`src/rtl/cpu_run_controller_pkg.sv`:
```
// Shared definitions for the pipeline run controller.
//   state_t   : controller FSM state encoding (3 bits)
//   HALT_WORD : instruction encoding that ends a run
//   NOP_WORD  : encoding loaded into IF/ID when it is flushed
package cpu_run_controller_pkg;

   typedef enum logic [2:0] {
      ST_IDLE     = 3'd0,
      ST_RUN      = 3'd1,
      ST_DRAIN    = 3'd2,
      ST_DUMP_REQ = 3'd3,
      ST_DUMP_CAP = 3'd4,
      ST_DUMP_OUT = 3'd5,
      ST_DONE     = 3'd6
   } state_t;

   localparam logic [31:0] HALT_WORD = 32'hFFFF_FFFF;
   localparam logic [31:0] NOP_WORD  = 32'h0000_0000;

endpackage

```
`src/rtl/cpu_run_controller_sat_counter32.sv`:
```
// 32-bit saturating up-counter.
//   clk, rst_n : clock, asynchronous active-low reset
//   clear      : synchronous clear to zero (wins over en)
//   en         : count enable; holds at all-ones once reached
//   count      : current value
module sat_counter32 (
   input  logic        clk,
   input  logic        rst_n,
   input  logic        clear,
   input  logic        en,
   output logic [31:0] count
);

   always_ff @(posedge clk or negedge rst_n) begin
      if (!rst_n) begin
         count <= '0;
      end else if (clear) begin
         count <= '0;
      end else if (en && (count != '1)) begin
         count <= count + 32'd1;
      end
   end

endmodule

```
`src/rtl/cpu_run_controller.sv`:
```
// Run controller for the five-stage pipeline: releases fetch after start,
// freezes on the halt word, drains the pipeline, then streams main memory
// out over a valid/ready port.
//   start                      : begin a run (IDLE only)
//   if_instruction             : instruction fetched this cycle
//   pc_write_en/if_id_write_en : fetch enables (ANDed with hazard unit outside)
//   flush_if_id                : load NOP into IF/ID
//   cpu_run                    : high in RUN and DRAIN
//   mem_sel, dump_addr         : controller owns main-memory read address
//   mem_rdata                  : main-memory read data, 1-cycle latency
//   dump_valid/dump_data/dump_ready : dump stream handshake
//   done                       : dump complete, sticky until reset
//   cycle_count                : RUN + DRAIN cycles, saturating
module cpu_run_controller
   import cpu_run_controller_pkg::*;
#(
   parameter int          MEM_WORDS    = 512,
   parameter int          ADDR_W       = 9,
   parameter int          DRAIN_CYCLES = 4,
   parameter logic [31:0] HALT_WORD    = cpu_run_controller_pkg::HALT_WORD
) (
   input  logic              clk,
   input  logic              rst_n,
   input  logic              start,
   input  logic [31:0]       if_instruction,
   output logic              pc_write_en,
   output logic              if_id_write_en,
   output logic              flush_if_id,
   output logic              cpu_run,
   output logic              mem_sel,
   output logic [ADDR_W-1:0] dump_addr,
   input  logic [31:0]       mem_rdata,
   output logic              dump_valid,
   output logic [31:0]       dump_data,
   input  logic              dump_ready,
   output logic              done,
   output logic [31:0]       cycle_count
);

   localparam int DRAIN_W = (DRAIN_CYCLES > 1) ? $clog2(DRAIN_CYCLES) : 1;

   state_t             state_q, state_d;
   logic [DRAIN_W-1:0] drain_q;
   logic               halt_seen;
   logic               last_word;
   logic               run_start;

   assign halt_seen = (if_instruction == HALT_WORD);
   assign last_word = (dump_addr == ADDR_W'(MEM_WORDS - 1));
   assign run_start = (state_q == ST_IDLE) && start;

   always_ff @(posedge clk or negedge rst_n) begin
      if (!rst_n) begin
         state_q <= ST_IDLE;
      end else begin
         state_q <= state_d;
      end
   end

   always_comb begin
      state_d        = state_q;
      pc_write_en    = 1'b0;
      if_id_write_en = 1'b0;
      flush_if_id    = 1'b0;
      cpu_run        = 1'b0;
      mem_sel        = 1'b0;
      dump_valid     = 1'b0;
      done           = 1'b0;
      case (state_q)
         ST_IDLE: begin
            if (start) state_d = ST_RUN;
         end
         ST_RUN: begin
            cpu_run = 1'b1;
            // Combinational gating: the halt word itself never advances the PC.
            pc_write_en    = !halt_seen;
            if_id_write_en = !halt_seen;
            if (halt_seen) begin
               flush_if_id = 1'b1;
               state_d     = ST_DRAIN;
            end
         end
         ST_DRAIN: begin
            cpu_run     = 1'b1;
            flush_if_id = 1'b1;
            if (drain_q == '0) state_d = ST_DUMP_REQ;
         end
         ST_DUMP_REQ: begin
            mem_sel = 1'b1;
            state_d = ST_DUMP_CAP;
         end
         ST_DUMP_CAP: begin
            mem_sel = 1'b1;
            state_d = ST_DUMP_OUT;
         end
         ST_DUMP_OUT: begin
            mem_sel    = 1'b1;
            dump_valid = 1'b1;
            if (dump_ready) state_d = last_word ? ST_DONE : ST_DUMP_REQ;
         end
         ST_DONE: begin
            done = 1'b1;
         end
         default: state_d = ST_IDLE;
      endcase
   end

   // Drain counter is loaded on the halt cycle so DRAIN lasts exactly
   // DRAIN_CYCLES cycles, counting down to zero.
   always_ff @(posedge clk or negedge rst_n) begin
      if (!rst_n) begin
         drain_q <= '0;
      end else if (run_start) begin
         drain_q <= '0;
      end else if ((state_q == ST_RUN) && halt_seen) begin
         drain_q <= DRAIN_W'(DRAIN_CYCLES - 1);
      end else if ((state_q == ST_DRAIN) && (drain_q != '0)) begin
         drain_q <= drain_q - DRAIN_W'(1);
      end
   end

   always_ff @(posedge clk or negedge rst_n) begin
      if (!rst_n) begin
         dump_addr <= '0;
      end else if ((state_q == ST_DRAIN) && (drain_q == '0)) begin
         dump_addr <= '0;
      end else if ((state_q == ST_DUMP_OUT) && dump_ready && !last_word) begin
         dump_addr <= dump_addr + ADDR_W'(1);
      end
   end

   always_ff @(posedge clk or negedge rst_n) begin
      if (!rst_n) begin
         dump_data <= '0;
      end else if (state_q == ST_DUMP_CAP) begin
         dump_data <= mem_rdata;
      end
   end

   sat_counter32 u_cycle_counter (
      .clk   (clk),
      .rst_n (rst_n),
      .clear (run_start),
      .en    ((state_q == ST_RUN) || (state_q == ST_DRAIN)),
      .count (cycle_count)
   );

endmodule
```
`config.mk`:
```
export PLATFORM = sky130hd
export DESIGN_NAME = cpu_run_controller
export DESIGN_NICKNAME = d
export VERILOG_FILES = /design/src/rtl/cpu_run_controller_pkg.sv /design/src/rtl/cpu_run_controller_sat_counter32.sv /design/src/rtl/cpu_run_controller.sv
export SDC_FILE = /design/constraint.sdc
export NUM_CORES = 1
export LEC_CHECK = 0
export CORE_MARGIN = 10
export CORE_UTILIZATION = 35
export DETAILED_ROUTE_END_ITERATION = 8
export GPL_TIMING_DRIVEN = 0
export HOLD_SLACK_MARGIN = 0.15
export MAX_ROUTING_LAYER = met4
export PLACE_DENSITY = 0.78
export REMOVE_ABC_BUFFERS = 1
export SETUP_SLACK_MARGIN = 0.2
export SLEW_MARGIN = 5
export SYNTH_ARGS = -nofsm -noshare
export SYNTH_HDL_FRONTEND = slang
export SYNTH_SLANG_ARGS = --single-unit
export TNS_END_PERCENT = 5
```
`constraint.sdc`:
```
create_clock -name clk -period 1.9 [get_ports clk]
set_input_delay 0.19 -clock clk [delete_from_list [all_inputs] [get_ports clk]]
set_output_delay 0.19 -clock clk [all_outputs]
set_load 0.05 [all_outputs]
```
==> run_results.csv <==
group,metric,value,unit
timing,fin_crit_sh,103,%
timing,period_minus_slack,1.96,ns
setup_path,critical_path_class,"reg -> reg",
placement,hpwlAfterDp,8950,um
clock_tree,cts_htree_levels,3,
logic_synthesis,synth_area,3840,um2
power_and_ir_drop,leakage,2.98,nW
die,fp.dieW,125,um
clock_tree,cts-buffers-inserted,9,
global_route,grt-ovfl-total,0,
setup_path,crit_family,"simple AND/OR/NAND/NOR gates",
clock_tree,cts_root_buffer,"clkbuf_8",
power_and_ir_drop,total_power,9.33,mW
die,rows,38,
die,boundaryPins,148,
detailed_routing,via_count,3729,
detailed_routing,antenna_left,0,
die,core,10800,um2
timing,fin_hold_ws,0.274,ns
outcome,status,"complete, but fails checks",
finish,drive_gt1_share,33.5,%
timing,skew,0.00787,ns
global_route,grt_max_degree,56,
logic_synthesis,synth_area_leader_cell,"dfrtp_1",
placement,dpl_cell_area,5440,um2
detailed_routing,vias_per_cell,5.33,
clock_tree,clkLatencyLatePin,0.35,ns
power_and_ir_drop,power_density,1440,nW/um2
logic_synthesis,ys_seq_elements,78,
timing,tightestPinTransition,0.584,ns
finish,n_antenna_cell,0,
setup_path,critPathLaunchType,"register",
logic_synthesis,async_flop_share,100,%
global_route,antenna_found_initial,0,
timing,rsz0062_at_grt,"true",
logic_synthesis,synth.most_common_cell,"dfrtp_1",
setup_path,critPathCaptureType,"register",
detailed_routing,wl_per_cell,18.8,um
die,start_util,35.6,%
logic_synthesis,synthTopCellsByCount,"78 x dfrtp_1, 33 x mux2_2, 26 x nand2_1",
clock_tree,cts_sinks,78,
finish,nNetsFinal,627,
detailed_routing,totalWireLength,13100,um
timing,clock.fmax,511,MHz
logic_synthesis,yosys_most_used_dff,"dfrtp_1",
global_route,grt_pass1_wl,19600,um
flow_run,maxCapViolCount,0,
logic_synthesis,synth_top_cell_area_share,50.8,%
timing,fin_tns_setup,-0.168,ns
setup_path,reg2regPathDepth,6,
finish,nFillCells,881,
setup_path,worstPathMaxFanout,6,
timing,finalWorstSetupSlack,-0.0575,ns
clock_tree,cts_tree,"done",
die,die_h,125,um
setup_path,cp_cell_sequence,"xnor2_4 > nor3_4 > buf_4 > nand2_1 > or4_1 > a21oi_1",
finish,fin_area,6460,um2
global_route,grtUsageTotal,15.8,%
detailed_routing,dr.pass1.iters,4,
timing,setup_viol,7,
finish,area_delta_synth_final,68.2,%
clock_tree,path_clk_slew,0.08,ns
logic_synthesis,synth_cell_types,50,
placement,port_buffers,147,
placement,placedCellCount,631,
power_and_ir_drop,ir_worst_vdd,0.000869,V
global_route,grt_pass1_vias,3779,
timing,finalHoldViolCount,0,
setup_path,worstPathRequired,2.17,ns
logic_synthesis,synth.area.top_cells,"dfrtp_1 51%, mux2_2 9.7%, nand4_1 3.3%",
timing,relSlewSlack,61.2,%
timing,maxSlewViolCount,0,
hold_path,hold_path.class,"in -> async",
clock_tree,cts_buffer_depth,2,
logic_synthesis,ys_seq_area_share,50.8,%
logic_synthesis,synth_warnings,0,
detailed_routing,drtIter0Drc,331,
placement,gp_congestion,0.852,
logic_synthesis,synth_edf_count,0,
die,dieArea,15600,um2
setup_path,critPathSlowestCell,"or4_1",
detailed_routing,drc,0,
finish,final_cells,699,
setup_path,path_buf_inv,1,
logic_synthesis,syn_avg_cell_area,10.7,um2
setup_path,worst-path-stages,6,
setup_path,cpPeakStageDelay,0.50,ns
outcome,violations,"setup timing",
setup_path,arrival,2.23,ns
logic_synthesis,syn_inst,360,
[report_power, final]
group          leakage [nW]  internal (mW)  switching, mW
clock network        0.0931          0.599          0.605
logic                  1.90           2.11           3.37
registers             0.988           2.19          0.449
[registers in the layout (all words and copies together) (netlist names)]
register / count
dump_addr: 9
state_q: 3
u_cycle_counter.count: 32
dump_data: 32
drain_q: 2
[stage by stage]
stage	worst slack, ns	util, %
floorplan	-1.54	-
global placement	-2.64	49.9
detailed placement	-0.648	50.4
CTS	-0.0610	54.6
global route	-0.164	59.8
finish	-0.0575	59.8
[cell usage in the layout, fill, tap and decap left out, types with 7 or more instances in the layout]
cell type,Yosys,layout
dlygate4sd2_1,0,97
dfrtp_1,78,64
buf_4,3,43
clkdlybuf4s50_1,0,42
mux2_4,0,25
nand2_1,26,23
nand4_1,20,20
nor2_1,25,20
dfrtp_2,0,14
o21ai_0,14,13
a21oi_1,16,13
buf_6,1,12
o31ai_1,10,10
clkbuf_8,0,9
inv_1,9,8
mux2_2,33,8
or4_1,7,7
nand3_1,14,7
xor2_1,9,7
[layout make-up]
type	count	area [um2]	area share [%]
timing repair buffer	203	1880	29.1
multi-input combinational	253	2210	34.3
tap	140	175	2.71
clock inverter	4	48.8	0.756
inverter	10	41.3	0.639
sequential	78	1970	30.5
clock buffer	11	131	2.03
[path summary, 6_finish.rpt]
kind,startpoint,slack [ns],endpoint
min in group clk,mem_rdata[11],0.44,dump_data[11]$_DFFE_PN0P_
max in group asynchronous,rst_n,1.02,state_q[0]$_DFFE_PN0P_
max,state_q[0]$_DFFE_PN0P_,-0.06,u_cycle_counter.count[13]$_DFFE_PN0P_
min,rst_n,0.27,dump_data[9]$_DFFE_PN0P_
min reg2reg,dump_data[11]$_DFFE_PN0P_,0.51,dump_data[11]$_DFFE_PN0P_
max reg2reg,state_q[0]$_DFFE_PN0P_,-0.06,u_cycle_counter.count[13]$_DFFE_PN0P_
[metal layers]
metal  GRT usage (%)  part of all wire, %  routed length [um]  vias up
met5               -                    0                   0        -
met4            6.44                  2.2                 283        0
met3            3.11                  5.5                 717       21
met2            27.5                   52                6840      130
met1            17.2                   40                5300     1847
li1                -                    -                   -     1731
[logic make-up after synthesis]
kind of cell / count (synthesis) / share of synthesized area (%)
compound gates: 65 / 11.5
xor+xnor: 16 / 3.65
fa+ha+maj: 4 / 1.30
buf+inv: 29 / 3.58
flops: 78 / 50.8
mux: 35 / 10.2
simple gates: 133 / 18.9
[repair_timing]
item / 4_1_cts / 5_1_grt
gates cloned: 0 / 0
hold buffers: 1 / 0
setup endpoints to repair: 156 / 81
endpoints found under the hold margin: 78 / 0
buffers inserted: 23 / 29
pin swaps: 30 / 36
resized for setup: 198 / 90
Note: power is estimated with default switching activity, not from simulation.
